<file path="src/rtl/layer_feeder.sv">
// rtl/layer_feeder.sv - time-multiplexes one input vector across NEURONS weight pairs on a single Neuron
// Collects one spike bit per neuron and presents the spike vector plus its popcount.
module layer_feeder #(
  parameter int NEURONS = 4,
  parameter int WIDTH   = 16
) (
  input  logic                         clock,
  input  logic                         reset,
  input  logic                         in_valid,
  output logic                         in_ready,
  input  logic [WIDTH-1:0]             in_data_0,
  input  logic [WIDTH-1:0]             in_data_1,
  input  logic                         w_we,
  input  logic [$clog2(NEURONS)-1:0]   w_addr,
  input  logic [WIDTH-1:0]             w_data_0,
  input  logic [WIDTH-1:0]             w_data_1,
  output logic [WIDTH-1:0]             nrn_in_0,
  output logic [WIDTH-1:0]             nrn_in_1,
  output logic [WIDTH-1:0]             nrn_w_0,
  output logic [WIDTH-1:0]             nrn_w_1,
  input  logic [WIDTH-1:0]             nrn_out,
  output logic                         out_valid,
  input  logic                         out_ready,
  output logic [NEURONS-1:0]           out_spikes,
  output logic [$clog2(NEURONS+1)-1:0] out_count,
  output logic                         w_err
);

  localparam int AW = $clog2(NEURONS);
  localparam int CW = $clog2(NEURONS + 1);

  typedef enum logic [1:0] {IDLE, RUN, DONE} state_t;

  state_t             state;
  logic [AW-1:0]      idx;
  logic [WIDTH-1:0]   in_lat_0, in_lat_1;
  logic [WIDTH-1:0]   w_mem_0 [NEURONS];
  logic [WIDTH-1:0]   w_mem_1 [NEURONS];
  logic [NEURONS-1:0] spikes_next;
  logic [CW-1:0]      count_next;
  logic               fire;
  logic               addr_ok;

  assign in_ready = (state == IDLE) && reset;
  assign addr_ok  = (32'(w_addr) < 32'(NEURONS));

  // Strictly positive in signed terms: sign bit clear and nonzero.
  assign fire = !nrn_out[WIDTH-1] && (nrn_out != '0);

  assign nrn_in_0 = (state == RUN) ? in_lat_0     : '0;
  assign nrn_in_1 = (state == RUN) ? in_lat_1     : '0;
  assign nrn_w_0  = (state == RUN) ? w_mem_0[idx] : '0;
  assign nrn_w_1  = (state == RUN) ? w_mem_1[idx] : '0;

  // Popcount includes the bit being captured this cycle so count lands with the last spike.
  always_comb begin
    spikes_next      = out_spikes;
    spikes_next[idx] = fire;
    count_next       = '0;
    for (int i = 0; i < NEURONS; i++) begin
      count_next = count_next + CW'(spikes_next[i]);
    end
  end

  always_ff @(posedge clock) begin
    if (!reset) begin
      state      <= IDLE;
      idx        <= '0;
      in_lat_0   <= '0;
      in_lat_1   <= '0;
      out_spikes <= '0;
      out_count  <= '0;
      out_valid  <= 1'b0;
      w_err      <= 1'b0;
      for (int i = 0; i < NEURONS; i++) begin
        w_mem_0[i] <= '0;
        w_mem_1[i] <= '0;
      end
    end else begin
      if (w_we) begin
        if (state == RUN) begin
          w_err <= 1'b1;
        end else if (addr_ok) begin
          w_mem_0[w_addr] <= w_data_0;
          w_mem_1[w_addr] <= w_data_1;
        end
      end
      case (state)
        IDLE: begin
          if (in_valid) begin
            in_lat_0 <= in_data_0;
            in_lat_1 <= in_data_1;
            idx      <= '0;
            state    <= RUN;
          end
        end
        RUN: begin
          out_spikes <= spikes_next;
          if (idx == AW'(NEURONS - 1)) begin
            out_count <= count_next;
            out_valid <= 1'b1;
            state     <= DONE;
          end else begin
            idx <= idx + AW'(1);
          end
        end
        DONE: begin
          if (out_ready) begin
            out_valid <= 1'b0;
            state     <= IDLE;
          end
        end
        default: state <= IDLE;
      endcase
    end
  end

endmodule

</file>
<file path="config.mk">
export PLATFORM = sky130hd
export DESIGN_NAME = layer_feeder
export DESIGN_NICKNAME = d
export VERILOG_FILES = /design/src/rtl/layer_feeder.sv
export SDC_FILE = /design/constraint.sdc
export NUM_CORES = 1
export LEC_CHECK = 0
export CORE_MARGIN = 2
export CORE_UTILIZATION = 50
export CTS_BUF_LIST = sky130_fd_sc_hd__clkbuf_4
export DETAILED_ROUTE_END_ITERATION = 16
export PLACE_DENSITY = 0.89
export SETUP_SLACK_MARGIN = 0.3
export SLEW_MARGIN = 20
export SYNTH_ARGS = -nofsm -noshare
export SYNTH_HDL_FRONTEND = slang
export SYNTH_SLANG_ARGS = --single-unit
</file>
<file path="constraint.sdc">
create_clock -name clock -period 5.95 [get_ports clock]
set_clock_uncertainty 0.05 [all_clocks]
set_input_delay 1.19 -clock clock [delete_from_list [all_inputs] [get_ports clock]]
set_output_delay 1.19 -clock clock [all_outputs]
set_load 0.05 [all_outputs]
</file>
==> flow_metrics.env, run 1 <==
export IMPL_viasPerCell=5.51
export IMPL_ir_drop_uv=139
export IMPL_postCtsResizedCells=0
export IMPL_cts_tree="done"
export IMPL_finalSetupViolCount=0
export IMPL_maxCapViolCount=0
export IMPL_p_seq_frac=0.560
export IMPL_timing_final_hold_violations=0
export IMPL_max_slew_worst_pin_slew_ns=0.949
export IMPL_core_mm2=0.0153
export IMPL_grt_max_degree=76
export IMPL_die_y_um=130
export IMPL_clkSinkCount=175
export IMPL_die_width_um=130
export IMPL_dpl_instance_area_mm2=0.00966
export IMPL_synth_distinct_cells=33
export IMPL_worst_ep_arrival_time_ns=3.11
export IMPL_portBuffers=160
export IMPL_drive_above_1_share=0.114
export IMPL_syn_mean_instance_area_um2=12.0
export IMPL_final_antenna_net_count=0
export IMPL_clock_root_buffer="clkbuf_4"
export IMPL_path_max_fanout=20
export IMPL_syn_inst=656
export IMPL_fp_row_count=45
export IMPL_pin_count=161
export IMPL_cts_hold_buf=0
export IMPL_critPathKind="reg2out"
export IMPL_hpwl_um=11300
export IMPL_drt_iter0_markers=434
export IMPL_fillers=1157
export IMPL_clock_path_buffers=2
export IMPL_syn_cell_area_mm2=0.00789
export IMPL_hp_class="reg2reg"
export IMPL_cts_buffers=17
export IMPL_syn2layout_area_growth_pct=27.0
export IMPL_end_kind="primary output"
export IMPL_insertion_delay_ns=0.54
export IMPL_syn_nets=750
export IMPL_p_sw_frac=0.254
export IMPL_whs_ns=0.410
export IMPL_wl_um=18200
export IMPL_die_area_mm2=0.0168
export IMPL_finalCriticalPeriod_ns=4.35
export IMPL_final_nets=887
export IMPL_slew_limit_headroom=0.368
export IMPL_rsz0062_at_grt="no"
export IMPL_switching_power_w=0.000637
export IMPL_grt_overflow_total=0
export IMPL_tns_ns=0
export IMPL_dr_total_vias=5611
export IMPL_fmax_mhz=230
export IMPL_synth_seq_cells=175
export IMPL_drv_slew=0
export IMPL_wire_per_inst_um=17.9
export IMPL_yosysWarningCount=0
export IMPL_drt_pre_antenna_iters=5
export IMPL_place_congestion=0.772
export IMPL_clkTransAtPathRegs_ns=0.13
export IMPL_design_area_mm2=0.0100
export IMPL_combPwrFrac=0.153
export IMPL_grt_pass1_vias=5649
export IMPL_antenna_found_initial=1
export IMPL_power_share_clock=0.287
export IMPL_grt_first_pass_wirelength_um=28600
export IMPL_intPower_w=0.00187
export IMPL_cellPowerDensity_mw_per_mm2=250
export IMPL_start_util=0.515
export IMPL_drcViolationCount=0
export IMPL_cp_required_ns=4.71
export IMPL_groute_usage_overall=0.222
export IMPL_post_cts_buffers=0
export IMPL_p_leak_nw=3.62
export IMPL_post_route_period_util=0.731
export IMPL_htree_levels=4
export IMPL_run_status="completed"
export IMPL_startpoint_type="flop"
export IMPL_yosysSeqAreaShare=0.606
-- per-stage QoR --
| step | std cells | setup slack (ns) | power (W) | util |
|---|---|---|---|---|
| floorplan | 656 | 0.409 | 0.00165 | - |
| global placement | 983 | 2.00 | 0.00180 | 0.631 |
| detailed placement | 983 | 1.91 | 0.00181 | 0.631 |
| CTS | 1015 | 1.49 | 0.00251 | 0.651 |
| global route | 1018 | 1.39 | 0.00259 | 0.654 |
| finish | 1018 | 1.60 | 0.00250 | 0.654 |
-- worst max-delay path: stages (launching register included) --
cell             delay (ns)
dfxtp_2                0.64
buf_4                  0.47
mux4_2                 0.57
and2_1                 0.19
clkdlybuf4s50_1        0.70
-- cell families after synthesis --
family                   count (synthesis)  synth area share
adder cells (fa/ha/maj)                  7            0.0120
buffers and inverters                   94            0.0476
flip-flops                             175             0.606
AND/OR/NAND/NOR                        289             0.198
AO/OA/AOI/OAI                           55            0.0392
multiplexers                            36            0.0970
-- synthesized netlist by cell type --
cell type    n  share of area
nor3b_1      1        0.00095
o41ai_1      2         0.0022
nor2b_1      2         0.0016
o21a_1       1        0.00095
a41o_1       3         0.0038
nor2_1       2        0.00095
nor4_4       1         0.0027
buf_2       18          0.011
or3b_2       2         0.0022
and4_1       1         0.0011
o211ai_1     2         0.0019
mux2_2       4         0.0057
clkbuf_1    32          0.015
nand3b_1     2         0.0019
and2_1      96          0.076
buf_1        6         0.0029
clkinv_1     2        0.00095
nor3_1      65          0.041
nand2b_1     3         0.0024
ha_1         6         0.0095
nor4_1      36          0.029
a21oi_1     43          0.027
inv_1       36          0.017
dfxtp_1     47           0.12
fa_1         1         0.0025
or3_1        1        0.00079
a41oi_1      1         0.0011
nand2_1     72          0.034
nand3_1      4         0.0025
o21ai_0      3         0.0019
mux4_2      32          0.091
nand4_1      1        0.00079
edfxtp_1   128           0.49
-- final cells by class --
class,instances,area [um^2],area share
timing repair buffer,174,1740,0.174
tap,211,264,0.0263
sequential,175,4790,0.478
clock buffer,18,135,0.0135
clock inverter,14,173,0.0172
inverter,38,143,0.0142
multi-input combinational,387,2780,0.277
antenna,1,2.50,0.000250
-- worst paths after layout --
path	from	endpoint	slack (ns)	depth (start not counted)
setup reg to reg	state[1]	w_mem_0[2][8]	3.37	4
setup / recovery	flop	nrn_w_0[15]	1.60	4
hold / removal	in_lat_0[4]	in_lat_0[4]	0.41	2
hold reg to reg	in_lat_0[4]	in_lat_0[4]	0.41	2
-- power groups by stage --
stage	registers [W]	logic (W)	clock network, W
floorplan	0.00142	0.000234	0
detailed placement	0.00143	0.000378	0
finish	0.00140	0.000383	0.000719
global route	0.00141	0.000410	0.000776
CTS	0.00140	0.000379	0.000731
global placement	0.00143	0.000371	0
-- layout by cell type (no fill, tap or decap), types with 6 or more instances in the layout --
cell | Yosys | routed
edfxtp_1 | 128 | 128
inv_1 | 36 | 37
a21oi_1 | 43 | 43
dfxtp_1 | 47 | 45
and2_1 | 96 | 96
clkdlybuf4s50_1 | 0 | 159
buf_4 | 0 | 12
nor4_1 | 36 | 36
clkbuf_4 | 0 | 18
nor3_1 | 65 | 65
nand2_1 | 72 | 72
ha_1 | 6 | 6
mux4_2 | 32 | 32
-- per-layer routing --
metal | track usage | share of wire | up-vias
met3 | 0.0520 | 0.076 | 23
met4 | 0.0816 | 0.019 | 0
met2 | 0.384 | 0.53 | 235
met1 | 0.274 | 0.38 | 2715
met5 | 0 | 0 | -
li1 | - | - | 2638
-- flip-flops by register name (all words and copies together) (netlist names), named ones only --
signal and cells:
idx 2, in_lat_0 16, in_lat_1 16, out_count 3, out_spikes 4, out_valid 1, state 2, w_err 1
w_mem_0 64, w_mem_1 64
Note: power is estimated with default switching activity, not from simulation.
==> inputs of run 2 (changes only) <==
Settings changed: CORE_UTILIZATION 50 to 48.
Clock period 5.95 ns to 3.6 ns, I/O delays scaled along.
==> run 2 against run 1 <==
Die area is 4.0% higher; critical path depth stayed put; clock power is 57% higher; power is 63% higher.
==> flow_metrics.env, run 2 (same netlist as run 1, synthesis figures left out) <==
export IMPL_run_status="completed"
export IMPL_layout_cells_most_common="edfxtp_1"
export IMPL_wire_per_inst_um=17.8
export IMPL_pin_count=161
export IMPL_post_route_period_util=0.868
export IMPL_post_cts_buffers=0
export IMPL_fillers=1321
export IMPL_grt_first_pass_wirelength_um=29800
export IMPL_postCtsResizedCells=60
export IMPL_final_cell_mix="edfxtp_1, and2_1, clkdlybuf4s50_1, nand2_1, nor3_1"
export IMPL_clock_root_buffer="clkbuf_4"
export IMPL_clkSinkCount=175
export IMPL_top_regs="w_mem_0 (64), w_mem_1 (64)"
export IMPL_crit_chain="buf_12 > mux4_2 > and2_1 > dlygate4sd2_1"
export IMPL_fmax_mhz=320
export IMPL_startpoint_type="flop"
export IMPL_fp_row_count=46
export IMPL_antenna_found_initial=2
export IMPL_wirelength_met1_um=6860
export IMPL_end_kind="primary output"
export IMPL_maxCapViolCount=0
export IMPL_ir_drop_uv=227
export IMPL_rsz0062_at_grt="no"
export IMPL_tns_ns=0
export IMPL_drive_above_1_share=0.130
export IMPL_max_slew_worst_pin_slew_ns=0.732
export IMPL_slowest_delay_ns=0.57
export IMPL_dpl_cell_count=999
export IMPL_dr_total_vias=5596
export IMPL_die_y_um=132
export IMPL_crit_slowest_cell="mux4_2"
export IMPL_grt_pass1_vias=5846
export IMPL_drv_slew=0
export IMPL_hp_class="reg2reg"
export IMPL_die_width_um=132
export IMPL_drt_iter0_markers=335
export IMPL_core_mm2=0.0160
export IMPL_route_met3_wl_um=1330
export IMPL_dpl_instance_area_mm2=0.00982
export IMPL_grt_overflow_total=0
export IMPL_groute_usage_overall=0.218
export IMPL_critPathKind="reg2out"
export IMPL_final_nets=896
export IMPL_start_util=0.493
export IMPL_syn2layout_area_growth_pct=27.2
export IMPL_portBuffers=160
export IMPL_place_congestion=0.773
export IMPL_die_area_mm2=0.0175
export IMPL_clkTransAtPathRegs_ns=0.13
export IMPL_cellPowerDensity_mw_per_mm2=406
export IMPL_viasPerCell=5.43
export IMPL_timing_final_hold_violations=0
export IMPL_drt_pre_antenna_iters=4
export IMPL_highest_layer="met4"
export IMPL_insertion_delay_ns=0.55
export IMPL_p_leak_nw=3.92
export IMPL_hpwl_um=11900
export IMPL_htree_levels=4
export IMPL_drcViolationCount=0
export IMPL_fin_cells=1031
export IMPL_path_max_fanout=32
export IMPL_finalSetupViolCount=0
export IMPL_dr_wl_met2_um=9830
export IMPL_cp_required_ns=2.83
export IMPL_grt_max_degree=84
export IMPL_cts_hold_buf=0
export IMPL_clock_path_buffers=2
export IMPL_wl_um=18300
export IMPL_design_area_mm2=0.0100
export IMPL_final_antenna_net_count=0
export IMPL_finalCriticalPeriod_ns=3.13
export IMPL_cts_buffers=17
export IMPL_worst_ep_arrival_time_ns=2.36
export IMPL_slew_limit_headroom=0.512
export IMPL_cts_tree="done"
## run 2: metrics by stage
stage / hold slack (ns) / setup WS (ns) / power [W] / utilization
2_1_floorplan: 0.382 / 0.0406 / 0.00273 / -
3_3_place_gp: 0.387 / 0.314 / 0.00299 / 0.614
3_5_place_dp: 0.392 / 0.236 / 0.00301 / 0.614
4_1_cts: 0.410 / 0.418 / 0.00410 / 0.627
5_1_grt: 0.430 / 0.303 / 0.00423 / 0.627
6_report: 0.407 / 0.474 / 0.00407 / 0.627
## run 2: final cells by class
| type | instances | area, um^2 | area share |
|---|---|---|---|
| clock inverters | 12 | 144 | 0.0143 |
| multi-input cells | 387 | 2790 | 0.278 |
| inverters | 38 | 143 | 0.0142 |
| repair buffers | 183 | 1760 | 0.175 |
| flip-flops and latches | 175 | 4790 | 0.477 |
| diodes | 1 | 2.50 | 0.000249 |
| well taps | 216 | 270 | 0.0269 |
| clock buffers | 19 | 143 | 0.0142 |
## run 2: routing by layer
metal | GRT usage | vias to the layer above
met3 | 0.0527 | 28
met4 | 0.0771 | 0
met5 | 0 | -
met1 | 0.253 | 2696
li1 | - | 2658
met2 | 0.394 | 214
## run 2: worst max-delay path, delay by kind of cell, from the launching register on
kind / cells / cell delay, ns
buf+inv: 2 / 0.67
mux: 1 / 0.57
flops: 1 / 0.36
simple gates: 1 / 0.17
## run 2: final timing paths
path	from	to	slack [ns]	depth (start not counted)
worst max register to register	idx[0]	out_count[1]	1.18	7
worst max-delay path	flop	nrn_w_0[3]	0.47	4
worst min-delay path	in_lat_1[4]	in_lat_1[4]	0.41	2
worst min register to register	in_lat_1[4]	in_lat_1[4]	0.41	2
## run 2: report_power, final
part	internal, W	switching [W]
Clock	0.000487	0.000643
Combinational	0.000259	0.000376
Sequential	0.00227	0.0000380
Total	0.00301	0.00106
==> edit: new RTL, settings of run 2 <==
Change the parameter `NEURONS` from 4 to 8.
--- a/src/rtl/layer_feeder.sv
+++ b/src/rtl/layer_feeder.sv
@@ -3,3 +3,3 @@
 module layer_feeder #(
-  parameter int NEURONS = 4,
+  parameter int NEURONS = 8,
   parameter int WIDTH   = 16
Ports: changed (resized out_count, out_spikes and w_addr); port bits go from 161 to 167. The function was not compared with the original's and may differ.
==> edit against run 2 <==
Cell area up 76%. Synthesized area up 80%. Via count up 66%. Die area up 77%. Routed wire length up 89%. Sequential cell count up 135. Highest routed layer unchanged. Power up 92%. Critical path type is now primary input to flop. Worst setup slack worse by 0.34 ns.
==> edit: results (changes against run 2) <==
| Metric | Value |
|---|---|
| Sw Pwr | `1.915 mW (+81%)` |
| Crit path largest cell delay | `0.54 ns (-0.03 ns)` |
| Place WS | `-0.9785 ns (-1.214 ns)` |
| Largest net degree at the start of global routing | `40 (-52%)` |
| Cts bufs inserted | `80 (+63)` |
| DP Wirelength | `20940 µm (+76%)` |
| Data buffer area share | `12.48% (-5.0 points)` |
| # fillers | `2093 (+58%)` |
| Initial antenna violation count | `4 (+2)` |
| Clk_lat worst skew | `0.69 ns (+0.14 ns)` |
| Wl on met1 | `12890 µm (+88%)` |
| H-tree levels | `3 (-1)` |
| Clk pin slew, worst setup/hold paths | `0.05 ns (-0.08 ns)` |
| Int Power | `5.889 mW (+95%)` |
| Syn nets | `1115 (+49%)` |
| Clock-cell share | `5.385% (+2.5 points)` |
| Clk buf depth | `3 (+1)` |
| Fraction of area in multi-input gates | `29.56% (+1.8 points)` |
| Largest regs | `w_mem_0 (128), w_mem_1 (128)` |
| GP Congestion | `0.8362 (+8.1%)` |
| Outcome | `finished, final reports clean` |
| GRT Total Usage | `22.59% (+0.81 points)` |
| Share of layout cells above drive strength 1 | `27.45% (+14 points)` |
| Bufs w/o clock | `222 (+21%)` |
| Post-CTS Setup Repair Bufs | `5 (+5)` |
| Crit path max fanout | `4 (-88%)` |
| Met3 wire len | `3144 µm (+140%)` |
| Tightest Pin Transition | `0.7117 ns (-0.01999 ns)` |
| Adder-cell area share of the yosys netlist | `1.004% (-0.20 points)` |
| Comb. pwr | `0.866 mW (+36%)` |
| Number of flops mapped to enable cells by yosys | `256 (+100%)` |
| Most frequent cells after synthesis | `289 x and2_1, 256 x edfxtp_1, 76 x nand2_1` |
| DRT Pass-1 Iters | `5 (+1)` |
| Post-route cell area | `17700 µm² (+76%)` |
| Sequential power | `4.09 mW (+77%)` |
| Drt total wl | `34630 µm (+89%)` |
| Clock buffer count | `117 (+98)` |
| Number of gates resized after cts | `56 (-6.7%)` |
| Non-Filler Instances | `1697 (+65%)` |
| Die Area | `30980 µm² (+77%)` |
| Inverter count | `9 (-76%)` |
| Multi-input gates | `632 (+63%)` |
| Top Family by Delay on Critical Path | `adder cells` |
| Cell Area, Placed | `16510 µm² (+68%)` |
| Cells after DPL | `1545 (+55%)` |
| Worst Path Arrival | `3.97 ns (+1.61 ns)` |
| Seq/total area | `49.60% (+1.9 points)` |
| Number of port buffers | `166 (+3.8%)` |
| Sequential share of the synthesized area | `61.73% (+1.1 points)` |
| Vias in the first global route | `9998 (+71%)` |
| Clk sinks | `310 (+77%)` |
| XOR/XNOR Fraction of Synth Area | `0.06166% (+0.062 points)` |
| Largest cells by area after synthesis | `edfxtp_1 54%, and2_1 13%, mux4_2 10%, dfxtp_1 7.6%, mux2i_1 2.5%` |
| Complex-gate fraction of the synthesized area | `2.854% (-1.1 points)` |
| CP max-delay cell | `fa_1` |
==> edit: cell types whose count changed after synthesis, moves of 12 or more <==
| cell | change |
|---|---|
| nor2_1 | +41 |
| mux4_2 | +32 |
| clkbuf_1 | -12 |
| inv_1 | -27 |
| nor3_1 | -64 |
| clkbuf_2 | +24 |
| and2_1 | +193 |
| edfxtp_1 | +128 |
| nand2b_1 | +12 |
| mux2i_1 | +35 |
| nor4_1 | -33 |
==> edit: final timing paths <==
check	from	endpoint	slack (ns)	cells past startpoint
setup / recovery	nrn_out[3]	out_count[2]	0.14	15
hold / removal	in_lat_1[2]	in_lat_1[2]	0.40	2
setup reg to reg	idx[2]	out_count[2]	0.18	13
hold reg to reg	in_lat_1[2]	in_lat_1[2]	0.40	2
==> edit: layer usage <==
layer / track usage [%] / vias to the layer above
li1: - / 4188
met1: 26.36 / 4588
met2: 39.54 / 422
met3: 6.115 / 73
met4: 9.229 / 0
met5: 0 / -
